--- src/rtl/ofmap_collector_pkg.sv ---
// Shared types and params-field layout for the ofmap collector.
// Optional checksum output is enabled with macro OFMAP_COLLECTOR_CHECKSUM_EN.
package ofmap_collector_pkg;

  typedef enum logic [1:0] {
    IDLE = 2'd0,
    RUN  = 2'd1,
    DONE = 2'd2
  } state_t;

  // params_dat is packed {OY1, OC1, OY0}; a field's lsb is its index times the field width
  localparam int OY1_FIELD = 2;
  localparam int OC1_FIELD = 1;
  localparam int OY0_FIELD = 0;

  function automatic int field_lsb(input int field, input int wid);
    return field * wid;
  endfunction

  function automatic int cnt_width(input int bound);
    return (bound > 1) ? $clog2(bound) : 1;
  endfunction

endpackage

--- src/rtl/ofmap_collector_if.sv ---
// Params, ofmap stream and output-memory write bundle for the ofmap collector.
interface ofmap_collector_if #(
  parameter int PARAM_WID  = 16,
  parameter int ADDR_WIDTH = 32
);

  logic [3*PARAM_WID-1:0] params_dat;
  logic                   params_vld;
  logic                   params_rdy;
  logic [31:0]            ofmap_dat;
  logic                   ofmap_vld;
  logic                   ofmap_rdy;
  logic                   mem_wen;
  logic [ADDR_WIDTH-1:0]  mem_waddr;
  logic [31:0]            mem_wdata;
  logic                   done;

  modport master (
    output params_dat, params_vld, ofmap_dat, ofmap_vld,
    input  params_rdy, ofmap_rdy, mem_wen, mem_waddr, mem_wdata, done
  );

  modport slave (
    input  params_dat, params_vld, ofmap_dat, ofmap_vld,
    output params_rdy, ofmap_rdy, mem_wen, mem_waddr, mem_wdata, done
  );

endinterface

--- src/rtl/ofmap_nested_counter.sv ---
// Six cascaded wrapping counters walking oy1, ox1, oc1, oy0, ox0, oc0 (outermost first).
module ofmap_nested_counter
  import ofmap_collector_pkg::*;
#(
  parameter int OC0       = 4,
  parameter int PARAM_WID = 16,
  localparam int OC0_W    = cnt_width(OC0)
) (
  input  logic                 clk,
  input  logic                 rst_n,
  input  logic                 clear,
  input  logic                 en,
  input  logic [PARAM_WID-1:0] oy1_bound,
  input  logic [PARAM_WID-1:0] oc1_bound,
  input  logic [PARAM_WID-1:0] oy0_bound,
  output logic [PARAM_WID-1:0] oy1,
  output logic [PARAM_WID-1:0] ox1,
  output logic [PARAM_WID-1:0] oc1,
  output logic [PARAM_WID-1:0] oy0,
  output logic [PARAM_WID-1:0] ox0,
  output logic [OC0_W-1:0]     oc0,
  output logic                 all_wrap
);

  logic last_oc0, last_ox0, last_oy0, last_oc1, last_ox1, last_oy1;
  logic wrap_oc0, wrap_ox0, wrap_oy0, wrap_oc1, wrap_ox1;

  assign last_oc0 = (oc0 == OC0_W'(OC0 - 1));
  assign last_ox0 = (ox0 == oy0_bound - PARAM_WID'(1));
  assign last_oy0 = (oy0 == oy0_bound - PARAM_WID'(1));
  assign last_oc1 = (oc1 == oc1_bound - PARAM_WID'(1));
  assign last_ox1 = (ox1 == oy1_bound - PARAM_WID'(1));
  assign last_oy1 = (oy1 == oy1_bound - PARAM_WID'(1));

  // Each level carries into the next outer one only when it and all inner levels wrap
  assign wrap_oc0 = en && last_oc0;
  assign wrap_ox0 = wrap_oc0 && last_ox0;
  assign wrap_oy0 = wrap_ox0 && last_oy0;
  assign wrap_oc1 = wrap_oy0 && last_oc1;
  assign wrap_ox1 = wrap_oc1 && last_ox1;
  assign all_wrap = wrap_ox1 && last_oy1;

  always_ff @(posedge clk) begin
    if (!rst_n || clear) begin
      oy1 <= '0;
      ox1 <= '0;
      oc1 <= '0;
      oy0 <= '0;
      ox0 <= '0;
      oc0 <= '0;
    end else begin
      if (en)       oc0 <= last_oc0 ? '0 : oc0 + OC0_W'(1);
      if (wrap_oc0) ox0 <= last_ox0 ? '0 : ox0 + PARAM_WID'(1);
      if (wrap_ox0) oy0 <= last_oy0 ? '0 : oy0 + PARAM_WID'(1);
      if (wrap_oy0) oc1 <= last_oc1 ? '0 : oc1 + PARAM_WID'(1);
      if (wrap_oc1) ox1 <= last_ox1 ? '0 : ox1 + PARAM_WID'(1);
      if (wrap_ox1) oy1 <= last_oy1 ? '0 : oy1 + PARAM_WID'(1);
    end
  end

endmodule

--- src/rtl/ofmap_collector.sv ---
// Collects the tiled accelerator ofmap stream into an oc-major output memory image.
// Define OFMAP_COLLECTOR_CHECKSUM_EN to add a per-layer wrapping checksum output.
module ofmap_collector
  import ofmap_collector_pkg::*;
#(
  parameter int OC0        = 4,
  parameter int PARAM_WID  = 16,
  parameter int ADDR_WIDTH = 32
) (
  input  logic              clk,
  input  logic              rst_n,
  ofmap_collector_if.slave  bus
`ifdef OFMAP_COLLECTOR_CHECKSUM_EN
  ,
  output logic [31:0]       checksum
`endif
);

  localparam int OC0_W   = cnt_width(OC0);
  localparam int OY1_LSB = field_lsb(OY1_FIELD, PARAM_WID);
  localparam int OC1_LSB = field_lsb(OC1_FIELD, PARAM_WID);
  localparam int OY0_LSB = field_lsb(OY0_FIELD, PARAM_WID);

  state_t                state;
  logic [PARAM_WID-1:0]  oy1_q, oc1_q, oy0_q;
  logic [PARAM_WID-1:0]  p_oy1, p_oc1, p_oy0;
  logic                  params_acc, beat, all_wrap;
  logic [PARAM_WID-1:0]  oy1_c, ox1_c, oc1_c, oy0_c, ox0_c;
  logic [OC0_W-1:0]      oc0_c;
  logic [ADDR_WIDTH-1:0] oy, ox, oc, oy_total, waddr;

  assign p_oy1 = bus.params_dat[OY1_LSB +: PARAM_WID];
  assign p_oc1 = bus.params_dat[OC1_LSB +: PARAM_WID];
  assign p_oy0 = bus.params_dat[OY0_LSB +: PARAM_WID];

  assign params_acc = bus.params_vld && bus.params_rdy && (state == IDLE);
  assign beat       = bus.ofmap_vld && bus.ofmap_rdy;

  ofmap_nested_counter #(
    .OC0       (OC0),
    .PARAM_WID (PARAM_WID)
  ) u_counter (
    .clk       (clk),
    .rst_n     (rst_n),
    .clear     (params_acc),
    .en        (beat),
    .oy1_bound (oy1_q),
    .oc1_bound (oc1_q),
    .oy0_bound (oy0_q),
    .oy1       (oy1_c),
    .ox1       (ox1_c),
    .oc1       (oc1_c),
    .oy0       (oy0_c),
    .ox0       (ox0_c),
    .oc0       (oc0_c),
    .all_wrap  (all_wrap)
  );

  // Square tiles: the x extent reuses the y tile sizes
  assign oy       = ADDR_WIDTH'(oy1_c) * ADDR_WIDTH'(oy0_q) + ADDR_WIDTH'(oy0_c);
  assign ox       = ADDR_WIDTH'(ox1_c) * ADDR_WIDTH'(oy0_q) + ADDR_WIDTH'(ox0_c);
  assign oc       = ADDR_WIDTH'(oc1_c) * ADDR_WIDTH'(OC0) + ADDR_WIDTH'(oc0_c);
  assign oy_total = ADDR_WIDTH'(oy1_q) * ADDR_WIDTH'(oy0_q);
  assign waddr    = ((oc * oy_total) + oy) * oy_total + ox;

  always_ff @(posedge clk) begin
    if (!rst_n) begin
      state          <= IDLE;
      oy1_q          <= '0;
      oc1_q          <= '0;
      oy0_q          <= '0;
      bus.params_rdy <= 1'b0;
      bus.ofmap_rdy  <= 1'b0;
      bus.done       <= 1'b0;
      bus.mem_wen    <= 1'b0;
      bus.mem_waddr  <= '0;
      bus.mem_wdata  <= '0;
    end else begin
      bus.mem_wen <= beat;
      if (beat) begin
        bus.mem_waddr <= waddr;
        bus.mem_wdata <= bus.ofmap_dat;
      end

      unique case (state)
        IDLE: begin
          bus.done <= 1'b0;
          if (params_acc) begin
            oy1_q          <= p_oy1;
            oc1_q          <= p_oc1;
            oy0_q          <= p_oy0;
            bus.params_rdy <= 1'b0;
            // A zero-sized layer has nothing to collect, so finish immediately
            if (p_oy1 == '0 || p_oc1 == '0 || p_oy0 == '0) begin
              state    <= DONE;
              bus.done <= 1'b1;
            end else begin
              state         <= RUN;
              bus.ofmap_rdy <= 1'b1;
            end
          end else begin
            bus.params_rdy <= 1'b1;
          end
        end
        RUN: begin
          if (all_wrap) begin
            state         <= DONE;
            bus.done      <= 1'b1;
            bus.ofmap_rdy <= 1'b0;
          end
        end
        DONE: begin
          state          <= IDLE;
          bus.done       <= 1'b0;
          bus.params_rdy <= 1'b1;
        end
        default: state <= IDLE;
      endcase
    end
  end

`ifdef OFMAP_COLLECTOR_CHECKSUM_EN
  always_ff @(posedge clk) begin
    if (!rst_n || params_acc) begin
      checksum <= '0;
    end else if (beat) begin
      checksum <= checksum + bus.ofmap_dat;
    end
  end
`endif

endmodule

--- src/flat_wrapper.sv ---
// flat-port wrapper written by rule: the top's interface ports become plain ports
module ofmap_collector_flat import ofmap_collector_pkg::*;
#(
  parameter int OC0        = 4,
  parameter int PARAM_WID  = 16,
  parameter int ADDR_WIDTH = 32
)
  (clk, rst_n, bus_params_dat, bus_params_vld, bus_ofmap_dat, bus_ofmap_vld, bus_params_rdy, bus_ofmap_rdy, bus_mem_wen, bus_mem_waddr, bus_mem_wdata, bus_done);
  ofmap_collector_if #(.PARAM_WID(PARAM_WID), .ADDR_WIDTH(ADDR_WIDTH)) bus_i ();
  input  logic clk;
  input  logic rst_n;
  input wire logic [$bits(bus_i.params_dat)-1:0] bus_params_dat;
  input wire logic [$bits(bus_i.params_vld)-1:0] bus_params_vld;
  input wire logic [$bits(bus_i.ofmap_dat)-1:0] bus_ofmap_dat;
  input wire logic [$bits(bus_i.ofmap_vld)-1:0] bus_ofmap_vld;
  output wire logic [$bits(bus_i.params_rdy)-1:0] bus_params_rdy;
  output wire logic [$bits(bus_i.ofmap_rdy)-1:0] bus_ofmap_rdy;
  output wire logic [$bits(bus_i.mem_wen)-1:0] bus_mem_wen;
  output wire logic [$bits(bus_i.mem_waddr)-1:0] bus_mem_waddr;
  output wire logic [$bits(bus_i.mem_wdata)-1:0] bus_mem_wdata;
  output wire logic [$bits(bus_i.done)-1:0] bus_done;
  assign bus_i.params_dat = bus_params_dat;
  assign bus_i.params_vld = bus_params_vld;
  assign bus_i.ofmap_dat = bus_ofmap_dat;
  assign bus_i.ofmap_vld = bus_ofmap_vld;
  assign bus_params_rdy = bus_i.params_rdy;
  assign bus_ofmap_rdy = bus_i.ofmap_rdy;
  assign bus_mem_wen = bus_i.mem_wen;
  assign bus_mem_waddr = bus_i.mem_waddr;
  assign bus_mem_wdata = bus_i.mem_wdata;
  assign bus_done = bus_i.done;
  ofmap_collector #(.OC0(OC0), .PARAM_WID(PARAM_WID), .ADDR_WIDTH(ADDR_WIDTH)) u_core (.clk(clk), .rst_n(rst_n), .bus(bus_i));
endmodule
--- config.mk ---
export PLATFORM = sky130hd
export DESIGN_NAME = ofmap_collector_flat
export DESIGN_NICKNAME = d
export VERILOG_FILES = /design/src/rtl/ofmap_collector_pkg.sv /design/src/rtl/ofmap_collector_if.sv /design/src/rtl/ofmap_nested_counter.sv /design/src/rtl/ofmap_collector.sv /design/src/flat_wrapper.sv
export SDC_FILE = /design/constraint.sdc
export NUM_CORES = 2
export LEC_CHECK = 0
export CAP_MARGIN = 0
export CELL_PAD_IN_SITES_DETAIL_PLACEMENT = 0
export CELL_PAD_IN_SITES_GLOBAL_PLACEMENT = 1
export CORE_UTILIZATION = 55
export CTS_CLUSTER_SIZE = 8
export DETAILED_ROUTE_END_ITERATION = 7
export GPL_ROUTABILITY_DRIVEN = 0
export PLACE_DENSITY = 0.95
export SYNTH_ARGS = -nofsm -noshare
export SYNTH_HDL_FRONTEND = slang
export SYNTH_SLANG_ARGS = --single-unit
--- constraint.sdc ---
create_clock -name clk -period 50.9 [get_ports clk]
set_clock_uncertainty 0.2 [all_clocks]
set_input_delay 10.18 -clock clk [delete_from_list [all_inputs] [get_ports clk]]
set_output_delay 10.18 -clock clk [all_outputs]
set_load 0.05 [all_outputs]
==> qor.yml <==
run_status: "complete, no violations"
grtUsageMet2: 0.5191
fp-row-count: 126
cts_resized: 0
placed_cells: 8757
synth_edf_count: 0
fillCellCount: 10100
rsz0062_at_grt: "false"
clock-sinks: 200
layout_min_cycle_time_ps: 21330
hpwl_mm: 151.3
avgSynthCellArea_sq_um: 8.921
synth_cells: 7351
cts_root_buffer: "clkbuf_16"
syn_nets: 9416
tightest_slew_ps: 1373
drcViolationCount: 0
grt_pass1_vias: 53600
syn_area_sq_mm: 0.06558
cap_violations: 0
busiest_layer: "met2"
gr-total-overflow: 0
required_ps: 51180
grt_pass1_wl_mm: 310.4
synth-async-reset-ratio: 0
wl_mm: 197.3
holdPathStages: 2
slowest_stage: "dfxtp_1"
tritoncts: "done"
grtUsageTotal: 0.3404
fp.coreArea_sq_mm: 0.1181
finalHoldViolations: 0
post_cts_buffers: 0
dr.pass1.iters: 6
dieArea_sq_mm: 0.1206
ys_ff_latch: 200
die_h_um: 347.3
antenna_found_initial: 10
relSlewSlack: 0.07823
hold_path_class: "reg -> reg"
clock_latency_ps: 550
critPathMaxFanout: 30
max_stage_delay_ps: 1010
numPortBuffers: 151
viasPerCell: 5.683
synth-main-ff-cell: "dfxtp_1"
met1_usage: 0.4350
start_kind: "register"
drive_above_1_share: 0.03268
io_pins: 152
grtUsageMet3: 0.1057
synthDistinctLibCells: 75
layout_commonest_cell: "inv_1"
cts_made_buffers: 17
maxClockFrequency_ghz: 0.04688
num_vias: 49970
initial_utilization: 0.5554
path_common_cell: "fa_1"
layout.cells.most_common_list: "inv_1 (1583), fa_1 (1466), nand2_1 (971)"
cts_hold_buf: 0
path_class: "reg -> reg"
clk_pin_slew_ps: 90
area_growth_pct: 5.800
yosysWarnings: 0
nNetsFinal: 9305
cp.arrival_ps: 21610
setup_viol: 0
ir_drop_v: 0.00002946
fin_util: 0.5876
htree_levels: 4
power.density_mw_per_mm2: 10.05
power_uw: 697.0
drv_slew: 0
whs_ps: 250.1
ant_nets: 0
chipWidth_um: 347.3
fin_crit_sh: 0.4191
first_iter_violations: 4334
cp-end-kind: "register"
ys_seq_area_frac: 0.06105
grt_start_max_net_pins: 72
layout.cells.non_filler: 8793
final.setup.tns_ps: 0
wl_per_cell_um: 22.43
reg2regPathDepth: 64
cts_buffer_depth: 2
static-leakage-power_nw: 30.90
[power by group]
part | switching, mW | leakage, nW | internal, mW | total [mW]
clock network | 0.0810 | 0.299 | 0.0713 | 0.152
logic | 0.258 | 29.0 | 0.105 | 0.363
registers | 0.0154 | 1.62 | 0.166 | 0.182
total | 0.355 | 30.9 | 0.342 | 0.697
[path summary, 6_finish.rpt]
check | slack [ps] | to | from
min reg2reg | 250 | u_core.bus.mem_waddr[28] | u_core.bus.mem_waddr[28]
max reg2reg | 29570 | u_core.bus.mem_waddr[31] | u_core.oy1_q[6]
max | 29570 | u_core.bus.mem_waddr[31] | u_core.oy1_q[6]
min | 250 | u_core.bus.mem_waddr[28] | u_core.bus.mem_waddr[28]
[area by class of cell]
| cell class | count | area (sq um) | area share |
|---|---|---|---|
| repair buffers | 279 | 2470 | 0.03560 |
| inverters | 1585 | 5949 | 0.08575 |
| diodes | 4 | 10.01 | 0.0001443 |
| well taps | 1536 | 1922 | 0.02770 |
| flip-flops and latches | 200 | 4023 | 0.05798 |
| multi-input cells | 5157 | 54380 | 0.7838 |
| clock buffers | 17 | 425.4 | 0.006131 |
| clock inverters | 15 | 198.9 | 0.002867 |
[state kept, by name (all words and copies together), names as in the netlist, 2 cells and up]
signal                count
u_core.bus.mem_waddr     32
u_core.bus.mem_wdata     32
u_core.oc1_q             16
u_core.oy0_q             16
u_core.oy1_q             16
u_core.u_counter.oc1     16
u_core.u_counter.ox0     16
u_core.u_counter.ox1     16
u_core.u_counter.oy0     16
u_core.u_counter.oy1     16
u_core.state              2
u_core.u_counter.oc0      2
[synthesized netlist by cell type (11+ instances only)]
| cell type | n | share of area |
|---|---|---|
| a21o_1 | 20 | 0.0023 |
| nand3_1 | 50 | 0.0038 |
| a21oi_1 | 85 | 0.0065 |
| ha_1 | 514 | 0.098 |
| a31oi_1 | 15 | 0.0014 |
| fa_1 | 1467 | 0.45 |
| o211ai_1 | 12 | 0.0014 |
| dfxtp_1 | 200 | 0.061 |
| or4_1 | 11 | 0.0013 |
| nor4_1 | 35 | 0.0033 |
| or3_1 | 26 | 0.0025 |
| and3_1 | 34 | 0.0032 |
| nand2_1 | 972 | 0.056 |
| clkbuf_1 | 392 | 0.022 |
| xnor3_1 | 28 | 0.0096 |
| nand4_1 | 33 | 0.0031 |
| xor2_1 | 121 | 0.016 |
| nor2_1 | 250 | 0.014 |
| xnor2_1 | 188 | 0.025 |
| nand2b_1 | 64 | 0.0061 |
| inv_1 | 1583 | 0.091 |
| nor3_1 | 37 | 0.0028 |
| o21ai_0 | 73 | 0.0056 |
| a21boi_0 | 92 | 0.011 |
| nor2b_1 | 30 | 0.0029 |
| o21a_1 | 18 | 0.0021 |
| and2_1 | 853 | 0.081 |
[kinds of logic after synthesis]
family	count (synthesis)	synth area share
flops	200	0.06105
simple gates	2435	0.1851
fa+ha+maj	1981	0.5459
xor+xnor	342	0.05258
mux	4	0.0006296
compound gates	395	0.04043
buf+inv	1994	0.1143
[metal layers]
layer	vias to the layer above	wire [um]	share of wire
li1	21350	-	-
met1	25310	74000	0.38
met2	2687	87170	0.44
met3	615	23600	0.12
met4	10	12400	0.063
met5	-	78	0.00040
[stage by stage]
stage,instance area [sq um],setup WS [ps]
after floorplan,65580,31160
after global placement,68750,29980
after detailed placement,68750,29750
after CTS,69370,29720
after global routing,69370,28690
final,69380,29570
[critical path: cells and delay by family, from the launching register on]
family	cells	cell delay (ps)
flip-flops	1	1010
buffers and inverters	14	1660
XOR/XNOR	5	1800
AO/OA/AOI/OAI	13	3630
adder cells (fa/ha/maj)	26	11660
AND/OR/NAND/NOR	6	1260
Power figures use the tool's default switching activity.
